==> src/rtl/mem_arbiter.sv <==
// Shares one unified memory between the MIPS core and an external port.
// Core has priority; external side gets a wait-forced bounded burst.
module mem_arbiter #(
   parameter int WIDTH     = 32,
   parameter int MAX_WAIT  = 4,
   parameter int MAX_BURST = 2
) (
   input  logic             clk,
   input  logic             reset,
   input  logic             cpu_req,
   input  logic             cpu_we,
   input  logic [WIDTH-1:0] cpu_adr,
   input  logic [WIDTH-1:0] cpu_wd,
   output logic [WIDTH-1:0] cpu_rd,
   output logic             cpu_stall,
   input  logic             ext_req,
   input  logic             ext_we,
   input  logic [WIDTH-1:0] ext_adr,
   input  logic [WIDTH-1:0] ext_wd,
   output logic [WIDTH-1:0] ext_rd,
   output logic             ext_gnt,
   output logic             mem_we,
   output logic [WIDTH-1:0] mem_a,
   output logic [WIDTH-1:0] mem_wd,
   input  logic [WIDTH-1:0] mem_rd
);

   localparam int WW = $clog2(MAX_WAIT + 1);
   localparam int BW = $clog2(MAX_BURST + 1);
   localparam logic [WW-1:0] WAIT_TOP  = WW'(MAX_WAIT);
   localparam logic [BW-1:0] BURST_TOP = BW'(MAX_BURST);

   typedef enum logic {NORMAL, BURST} state_t;

   state_t        state, state_nxt;
   logic [WW-1:0] ext_wait, wait_nxt;
   logic [BW-1:0] burst_cnt, burst_nxt;
   logic          forced, burst_gnt, cpu_gnt;

   always_ff @(posedge clk) begin
      if (reset) begin
         state     <= NORMAL;
         ext_wait  <= '0;
         burst_cnt <= '0;
      end else begin
         state     <= state_nxt;
         ext_wait  <= wait_nxt;
         burst_cnt <= burst_nxt;
      end
   end

   always_comb begin
      forced    = 1'b0;
      burst_gnt = 1'b0;
      ext_gnt   = 1'b0;
      cpu_gnt   = 1'b0;
      state_nxt = state;
      wait_nxt  = ext_wait;
      burst_nxt = burst_cnt;
      if (!reset) begin
         // inside a burst the wait counter is already zero
         unique case (state)
            NORMAL:  forced = ext_req && (ext_wait == WAIT_TOP);
            BURST:   burst_gnt = ext_req && (burst_cnt < BURST_TOP);
            default: ;
         endcase
         ext_gnt = forced | burst_gnt | (ext_req & ~cpu_req);
         cpu_gnt = cpu_req & ~ext_gnt;
         if (forced) begin
            state_nxt = BURST;
            burst_nxt = BW'(1);
         end else if (burst_gnt) begin
            state_nxt = BURST;
            burst_nxt = burst_cnt + BW'(1);
         end else begin
            state_nxt = NORMAL;
            burst_nxt = '0;
         end
         if (ext_req && !ext_gnt) begin
            if (ext_wait != WAIT_TOP)
               wait_nxt = ext_wait + WW'(1);
         end else begin
            wait_nxt = '0;
         end
      end
   end

   assign cpu_stall = cpu_req & ~cpu_gnt & ~reset;
   assign mem_we    = (cpu_gnt & cpu_we) | (ext_gnt & ext_we);
   assign mem_a     = ext_gnt ? ext_adr : cpu_adr;
   assign mem_wd    = ext_gnt ? ext_wd : cpu_wd;
   assign cpu_rd    = mem_rd;
   assign ext_rd    = mem_rd;

endmodule

==> config.mk <==
export PLATFORM = sky130hd
export DESIGN_NAME = mem_arbiter
export DESIGN_NICKNAME = d
export VERILOG_FILES = /design/src/rtl/mem_arbiter.sv
export SDC_FILE = /design/constraint.sdc
export NUM_CORES = 1
export LEC_CHECK = 0
export BUFFER_PORTS_ARGS = -buffer_cell sky130_fd_sc_hd__buf_2
export CORE_AREA = 2 2 117 119
export CTS_CLUSTER_DIAMETER = 40
export DETAILED_ROUTE_END_ITERATION = 8
export DIE_AREA = 0 0 119 121
export HOLD_SLACK_MARGIN = 0.06
export PLACE_DENSITY_LB_ADDON = 0.08
export SETUP_SLACK_MARGIN = 0.02
export SYNTH_ARGS = -nofsm -noshare
export SYNTH_HDL_FRONTEND = slang
export SYNTH_SLANG_ARGS = --single-unit
==> constraint.sdc <==
create_clock -name clk -period 5.1 [get_ports clk]
set_clock_uncertainty 0.15 [all_clocks]
set_input_delay 0 -clock clk [delete_from_list [all_inputs] [get_ports clk]]
set_output_delay 0 -clock clk [all_outputs]
set_load 0.01 [all_outputs]
==> results of run 1 <==
-- per-layer routing --
metal / routed length [µm] / global-route usage [%]
met5: 0 / 0
met4: 8 / 0.6696
met3: 735 / 2.914
met2: 3083 / 13.22
met1: 2426 / 9.050
-- cell type report --
type	count	area share [%]
repair buffers	237	47.11
well taps	176	7.593
multi-input cells	94	38.05
flip-flops and latches	6	4.141
inverters	4	0.5177
clock buffers	3	2.588
-- repair_timing --
| action | 4_1_cts | 5_1_grt |
|---|---|---|
| resized for setup | 0 | 0 |
| hold endpoints to repair | 70 | 0 |
| setup buffers | 0 | 0 |
| hold buffers | 35 | 0 |
-- state kept, by name, summed over array words and instances, names as in the netlist --
| signal | flops |
|---|---|
| burst_cnt | 2 |
| ext_wait | 3 |
| state | 1 |
-- power breakdown --
part	switching, mW	internal [mW]	total [mW]
logic	0.0911	0.128	0.219
clock network	0.0263	0.101	0.127
registers	0.000375	0.0476	0.0480
total	0.118	0.277	0.394
-- through the flow --
| step | total power [mW] | instance area [µm²] | setup slack (ps) |
|---|---|---|---|
| after floorplan | 0.1987 | 1847 | 3412 |
| after global placement | 0.2311 | 2475 | 2862 |
| after detailed placement | 0.2315 | 2475 | 2835 |
| after CTS | 0.4018 | 2900 | 2572 |
| after global routing | 0.4212 | 2900 | 2485 |
| final | 0.3944 | 2900 | 2629 |
-- worst max-delay path: stages (launching register included) --
cell	delay [ps]
dfxtp_1	320
inv_1	60
ha_1	240
nand3b_2	150
a31oi_4	180
buf_4	550
mux2_2	400
buf_2	130
-- how the worst max path moves through the flow --
stage                           start          to  cells past startpoint
after CTS                 ext_wait[0]  mem_wd[13]                      7
after floorplan           ext_wait[0]   mem_a[30]                      7
final                     ext_wait[0]  mem_wd[14]                      7
after global routing      ext_wait[0]  mem_wd[13]                      7
after global placement    ext_wait[0]  mem_wd[14]                      7
after detailed placement  ext_wait[0]  mem_wd[13]                      7
-- logic make-up (layout without fill, tap and decap cells) --
logic type | count (synthesis) | in the layout | share of synthesized area, %
buffers and inverters | 75 | 244 | 33.74
multiplexers | 65 | 65 | 49.53
AND/OR/NAND/NOR | 21 | 21 | 6.098
flip-flops | 6 | 6 | 6.504
AO/OA/AOI/OAI | 5 | 5 | 2.303
adder cells (fa/ha/maj) | 2 | 2 | 1.355
XOR/XNOR | 1 | 1 | 0.4743
-- Yosys cell counts --
library cell  count  share of area [%]
a21oi_1           2               0.54
a31oi_1           1               0.34
a31oi_4           1                1.2
and3b_1           1               0.47
buf_12            6                6.5
buf_4            65                 26
dfxtp_1           6                6.5
ha_1              2                1.4
inv_1             4               0.81
mux2_2           15                9.1
mux2_4           49                 40
mux2i_1           1               0.54
nand2_1           4               0.81
nand2b_1          3                1.0
nand3_1           1               0.27
nand3b_2          1               0.61
nand4_1           1               0.34
nor2_1            5                1.0
nor2b_1           3                1.0
nor3_1            2               0.54
o21ai_0           1               0.27
xnor2_1           1               0.47
==> out/metrics.csv, run 1 <==
stage,metric,value,unit
cells_and_area,"commonest non-fill, non-tap cell in the layout",buf_2,
cells_and_area,Area Growth Syn to Fin,57.05,%
flow_run,MaxCap Viol Count,0,
floorplan,Rows,42,
cells_and_area,FF+latch area,120.1,µm²
timing,RSZ-0062 raised after global routing,no,
timing,max-slew violation count,0,
setup_path,crit path DAT,2320,ps
timing,Final min period,2471,ps
routing,Vias/cell,3.450,
setup_path,Setup crit end kind,primary output,
min_path,WHS Endpoint,mem_wd[5],
global_routing,number of global-route vias before repair,1654,
timing,f_max,404.7,MHz
cells_and_area,Final #Nets,514,
synth,Yosys reg bits,6,
clock_tree,CTS tree,yes,
timing,ratio of final minimum period to clock period,48.45,%
place,detailed placement HPWL,5025,µm
timing,"Hold Vio Cnt, Final",0,
floorplan,Die H,121,µm
place,placed insts,482,
clock_tree,CTS max path bufs,2,
run_status,outcome,"complete, no violations",
clock_tree,Skew-Pair Late Insertion Delay,230,ps
timing,Fin Hold WS,157.8,ps
synth,Netlist Area Pre-Place,1847,µm²
cells_and_area,Multi-input gate area,1104,µm²
setup_path,Startpoint Class,flop,
setup_path,reg2reg setup slack,3090,ps
synth,yosys warns,0,
place,Buffers on Ports,200,
timing,final setup TNS,0,ps
clock_tree,H-tree depth,1,
min_path,Hold Path Class,input port to primary output,
power,Static Leak,1.508,nW
floorplan,Die W,119,µm
setup_path,Reg2Reg Depth,6,
clock_tree,CTS clock-pin slew for the worst setup and hold paths,30,ps
clock_tree,CTS sink cnt,6,
timing,worst slew pin tran,675.0,ps
timing,Slew HR,55.00,%
floorplan,Starting Density,14.11,%
synth,sequential area share after synthesis,6.504,%
setup_path,Critical Path Fanout Max,37,
global_routing,GRT overflow,0,
min_path,origin of the worst min-delay path,ext_wd[5],
cells_and_area,final cell count without fillers,520,
min_path,hold path cells,3,
power,Pwr per Cell Area,136.0,nW/µm²
synth,Mean Syn Cell Area,10.55,µm²
setup_path,CP Class,flop to primary output,
floorplan,IO Count,297,
timing,final setup violation count,0,
routing,DRT Pass-1 Iters,4,
global_routing,initial antenna violation count,0,
synth,cell count after synthesis,175,
setup_path,RR Startpoint,ext_wait[0],
cells_and_area,ANT cells,0,
floorplan,Core ar.,13090,µm²
clock_tree,Root Buffer,clkbuf_16,
place,routability cong.,0.6869,
routing,Post-Route WL,6253,µm
routing,Post-DRT Antenna Nets,0,
synth,Netlist cell types,22,
setup_path,Worst Path Required,4950,ps
routing,total number of vias,1794,
clock_tree,TritonCTS Buffers,3,
cells_and_area,fillcell total,1453,
global_routing,largest net degree at the start of global routing,38,
cells_and_area,final core utilization,22.16,%
global_routing,global-route wire length before repair,8673,µm
setup_path,Crit Reg-Reg Endpoint,state,
cells_and_area,share of layout cells above drive strength 1,78.78,%
synth,nets in the synthesized netlist,343,
cells_and_area,most frequent cells in the layout,"buf_2 (200), mux2_4 (49), dlygate4sd3_1 (35), mux2_2 (15), dfxtp_1 (6)",
global_routing,gr usage total,7.538,%
routing,DRT iter0 DRCs,25,
power,peak supply drop,129.4,µV
routing,Remaining DRCs,0,
floorplan,full die area,14400,µm²
routing,Routed WL per cell,12.03,µm
Note: power is estimated with default switching activity, not from simulation.
==> inputs of run 2 (changes only) <==
Clock period 5.1 ns to 2.27 ns, I/O delays scaled along.
==> out/metrics.csv, run 2 (synthesized netlist as in run 1, its figures left out) <==
stage,metric,value,unit
setup_path,CP Class,flop to primary output,
power,peak supply drop,121.3,µV
floorplan,Starting Density,14.11,%
cells_and_area,largest register by flop count,ext_wait,
cells_and_area,fillcell total,1449,
flow_run,MaxCap Viol Count,0,
run_status,outcome,"complete, no violations",
cells_and_area,Regs by FF count,"ext_wait x3, burst_cnt x2, state x1",
clock_tree,CTS max path bufs,2,
setup_path,Setup crit end,mem_wd[6],
setup_path,Crit Reg-Reg Endpoint,state,
power,Pwr per Cell Area,302.7,nW/µm²
global_routing,global-route wire length before repair,8562,µm
cells_and_area,FF+latch area,120.1,µm²
setup_path,max incr delay on CP,320,ps
setup_path,Setup crit end kind,primary output,
global_routing,gr usage total,7.321,%
global_routing,initial antenna violation count,0,
setup_path,RR Startpoint,ext_wait[0],
timing,RSZ-0062 raised after global routing,no,
clock_tree,CTS clock-pin slew for the worst setup and hold paths,40,ps
min_path,Hold Path Class,input port to flop,
cells_and_area,Final #Nets,518,
timing,Slew HR,82.13,%
cells_and_area,Largest register FFs,3,
floorplan,Rows,42,
power,total power,0.9060,mW
place,detailed placement HPWL,4972,µm
timing,max-slew violation count,0,
routing,DRT iter0 DRCs,18,
floorplan,Die H,121,µm
floorplan,IO Count,297,
setup_path,Slowest cell on crit path,dfxtp_1,
timing,final setup TNS,0,ps
routing,Vias/cell,3.502,
routing,Post-DRT Antenna Nets,0,
clock_tree,CTS tree,yes,
setup_path,Worst Setup SP,ext_wait[0],
global_routing,largest net degree at the start of global routing,38,
floorplan,Die W,119,µm
cells_and_area,Area Growth Syn to Fin,62.06,%
cells_and_area,share of layout cells above drive strength 1,79.31,%
setup_path,Startpoint Class,flop,
clock_tree,H-tree depth,1,
cells_and_area,Multi-input gate area,1106,µm²
setup_path,crit path cell chain,inv_1 -> ha_2 -> nand3b_2 -> a31oi_4 -> buf_4 -> clkbuf_16 -> mux2_4 -> buf_2,
timing,ratio of final minimum period to clock period,94.95,%
clock_tree,CTS sink cnt,6,
timing,f_max,463.9,MHz
floorplan,Core ar.,13090,µm²
routing,Post-Route WL,6618,µm
timing,final setup violation count,0,
routing,Routed WL per cell,12.63,µm
setup_path,crit path DAT,2010,ps
clock_tree,Skew-Pair Late Insertion Delay,230,ps
routing,Remaining DRCs,0,
setup_path,Critical Path Fanout Max,18,
cells_and_area,"commonest non-fill, non-tap cell in the layout",buf_2,
global_routing,number of global-route vias before repair,1693,
timing,"Hold Vio Cnt, Final",0,
clock_tree,TritonCTS Buffers,3,
routing,total number of vias,1835,
routing,DRT Pass-1 Iters,4,
setup_path,Reg2Reg Depth,6,
cells_and_area,ANT cells,0,
setup_path,Worst Path Required,2120,ps
timing,Final min period,2155,ps
power,Static Leak,1.546,nW
setup_path,reg2reg setup slack,310,ps
clock_tree,Root Buffer,clkbuf_16,
place,Buffers on Ports,200,
floorplan,full die area,14400,µm²
global_routing,GRT overflow,0,
place,pre-CTS setup slack,260.0,ps
place,routability cong.,0.7018,
timing,worst slew pin tran,265.3,ps
timing,"Worst Setup Slack, final",114.6,ps
cells_and_area,most frequent cells in the layout,"buf_2 (200), mux2_4 (49), dlygate4sd3_1 (35), mux2_2 (15), dfxtp_1 (6)",
[run 2: changes by cell type in the layout (fill, tap and decap cells not counted)]
cell and change:
buf_12 +2, clkbuf_16 +2, ha_1 -1, ha_2 +1
[run 2: worst min-delay path by stage]
stage / depth (start not counted) / start / endpoint / slack, ps
6_report: 4 / cpu_req / ext_wait[1] / 160
5_1_grt: 3 / ext_adr[11] / mem_a[11] / 170
4_1_cts: 4 / cpu_req / ext_wait[1] / 160
3_5_place_dp: 0 / mem_rd[16] / cpu_rd[16] / -150
3_3_place_gp: 0 / mem_rd[16] / cpu_rd[16] / -150
2_1_floorplan: 1 / reset / state / -80
[run 2: worst max-delay path, delay by kind of cell, from the launching register on]
family | cells | cell delay, ps
buffers and inverters | 4 | 570
adders and majority gates | 1 | 220
DFF | 1 | 320
muxes | 1 | 310
and+or+nand+nor | 1 | 140
AOI/OAI and AO/OA | 1 | 210
[run 2: final cells by class]
class	instances	area share (%)
Clock buffer	3	2.508
Inverter	4	0.5017
Multi-Input combinational cell	94	36.96
Sequential cell	6	4.013
Tap cell	176	7.358
Timing Repair Buffer	241	48.66
[run 2: power breakdown]
| group | internal (mW) | leakage, nW | switching [mW] | total, mW |
|---|---|---|---|---|
| Sequential | 0.107 | 0.0485 | 0.000813 | 0.108 |
| Combinational | 0.299 | 1.46 | 0.210 | 0.509 |
| Clock | 0.226 | 0.0370 | 0.0626 | 0.289 |
| Total | 0.633 | 1.55 | 0.273 | 0.906 |
[run 2: what timing repair did]
| action | CTS | global route |
|---|---|---|
| endpoints found under the setup margin | 1 | 51 |
| cloned | 0 | 2 |
| endpoints found under the hold margin | 70 | 0 |
| hold buffers | 35 | 0 |
| pin swaps | 0 | 1 |
| gates resized for setup | 0 | 1 |
| setup buffers | 0 | 2 |
[run 2: through the flow]
stage	instance area [µm²]	cells	hold WS, ps	util, %
floorplan	1847	175	-77.62	-
global placement	2500	482	-149.9	19.11
detailed placement	2500	482	-149.9	19.11
CTS	2925	520	158.7	22.36
global route	2993	524	165.9	22.87
finish	2993	524	157.8	22.87
[run 2: layer usage]
metal	track usage (%)	part of all wire (%)	wire length [µm]
met1	8.400	37	2468
met5	0	0	0
met4	1.116	0.12	8
met3	2.068	10	688
met2	13.69	52	3452
==> inputs of run 3 (changes only) <==
Settings changed: CORE_AREA 2 2 117 119 to 2 2 114 116, DIE_AREA 0 0 119 121 to 0 0 116 118.
Clock period 2.27 ns to 2.4 ns, I/O delays scaled along.
==> out/metrics.csv, run 3 (synthesized netlist as in run 1, its figures left out) <==
stage,metric,value,unit
run_status,outcome,"complete, no violations",
global_routing,initial antenna violation count,0,
clock_tree,H-tree depth,1,
power,total power,0.8387,mW
timing,Final min period,2230,ps
place,placed cell areas,2482,µm²
floorplan,Core ar.,12410,µm²
floorplan,Starting Density,14.88,%
setup_path,Startpoint Class,flop,
cells_and_area,share of layout cells above drive strength 1,78.84,%
place,placed insts,478,
clock_tree,CTS clock-pin slew for the worst setup and hold paths,30,ps
clock_tree,Root Buffer,clkbuf_16,
routing,DRT Pass-1 Iters,2,
global_routing,number of global-route vias before repair,1765,
place,routability cong.,0.6633,
clock_tree,Skew-Pair Late Insertion Delay,220,ps
routing,Vias/cell,3.578,
cells_and_area,Final #Nets,515,
power,Pwr per Cell Area,286.8,nW/µm²
cells_and_area,Area Growth Syn to Fin,58.33,%
global_routing,gr usage total,7.794,%
timing,final setup violation count,0,
setup_path,Setup crit end kind,primary output,
clock_tree,CTS max path bufs,2,
clock_tree,TritonCTS Buffers,3,
routing,total number of vias,1850,
global_routing,largest net degree at the start of global routing,51,
cells_and_area,largest register by flop count,ext_wait,
timing,RSZ-0062 raised after global routing,yes,
setup_path,crit path DAT,2080,ps
cells_and_area,"commonest non-fill, non-tap cell in the layout",buf_2,
timing,final setup TNS,0,ps
timing,"Hold Vio Cnt, Final",0,
flow_run,MaxCap Viol Count,0,
timing,max-slew violation count,0,
power,Static Leak,1.520,nW
clock_tree,CTS sink cnt,6,
timing,"Worst Setup Slack, final",169.9,ps
cells_and_area,final cell count without fillers,517,
floorplan,Die H,118,µm
setup_path,reg2reg setup slack,440,ps
routing,Post-DRT Antenna Nets,0,
floorplan,Die W,116,µm
setup_path,Critical Path Fanout Max,25,
timing,ratio of final minimum period to clock period,92.92,%
global_routing,GRT overflow,0,
floorplan,full die area,13690,µm²
cells_and_area,most frequent cells in the layout,"buf_2 (200), mux2_4 (49), dlygate4sd3_1 (35), mux2_2 (15), dfxtp_1 (6)",
cells_and_area,Regs by FF count,"ext_wait x3, burst_cnt x2, state x1",
timing,f_max,448.4,MHz
clock_tree,CTS tree,yes,
cells_and_area,ANT cells,0,
timing,Slew HR,77.84,%
place,pre-CTS setup slack,343.7,ps
power,peak supply drop,227.5,µV
setup_path,CP Class,flop to primary output,
timing,worst slew pin tran,332.3,ps
floorplan,Rows,41,
cells_and_area,final instance area,2924,µm²
place,detailed placement HPWL,5094,µm
routing,DRT iter0 DRCs,24,
cells_and_area,Largest register FFs,3,
place,Buffers on Ports,200,
min_path,Hold Path Class,input port to primary output,
routing,Remaining DRCs,0,
global_routing,global-route wire length before repair,8631,µm
setup_path,Worst Path Required,2250,ps
routing,Routed WL per cell,12.51,µm
routing,Post-Route WL,6468,µm
floorplan,IO Count,297,
run 3: power breakdown:
group	leakage, nW	internal (mW)	switching (mW)
registers	0.0485	0.101	0.000815
clock network	0.0370	0.213	0.0511
logic	1.43	0.276	0.197
total	1.52	0.590	0.248
run 3: repair_timing:
| item | 4_1_cts | 5_1_grt |
|---|---|---|
| endpoints found under the hold margin | 70 | 0 |
| hold buffers | 35 | 0 |
| setup buffers | 0 | 0 |
| resized for setup | 0 | 1 |
| setup endpoints to repair | 0 | 4 |
run 3: final timing paths:
kind / to / startpoint / cells past startpoint
max: mem_a[18] / ext_wait[0] / 7
max reg2reg: state / ext_wait[0] / 6
min: mem_wd[12] / cpu_wd[12] / 3
min reg2reg: burst_cnt[1] / burst_cnt[0] / 2
run 3: critical path, cell delays in order, from the launching register on:
cell and delay [ps]:
dfxtp_1 320, inv_1 60, ha_1 230, nand3b_2 150
a31oi_4 260, buf_6 350, mux2_4 330, buf_2 140
run 3: final cells by class:
class / instances / area (µm²)
clock buffer: 3 / 75.07
fill: 1404 / 9490
inverter: 4 / 15.01
multi-input combinational: 94 / 1104
sequential: 6 / 120.1
tap: 172 / 215.2
timing repair buffer: 238 / 1395
run 3: per-stage QoR:
step           util (%)  hold slack [ps]
2_1_floorplan         -           -77.62
3_5_place_dp      20.00           -149.9
4_1_cts           23.42            158.9
6_report          23.55            157.0
5_1_grt           23.55            169.9
3_3_place_gp      20.00           -149.9
run 3: metal layers:
metal / global-route usage, % / wire (µm)
met2: 15.86 / 3428
met1: 7.613 / 2292
met3: 2.369 / 731
met5: 0 / 0
met4: 1.116 / 16
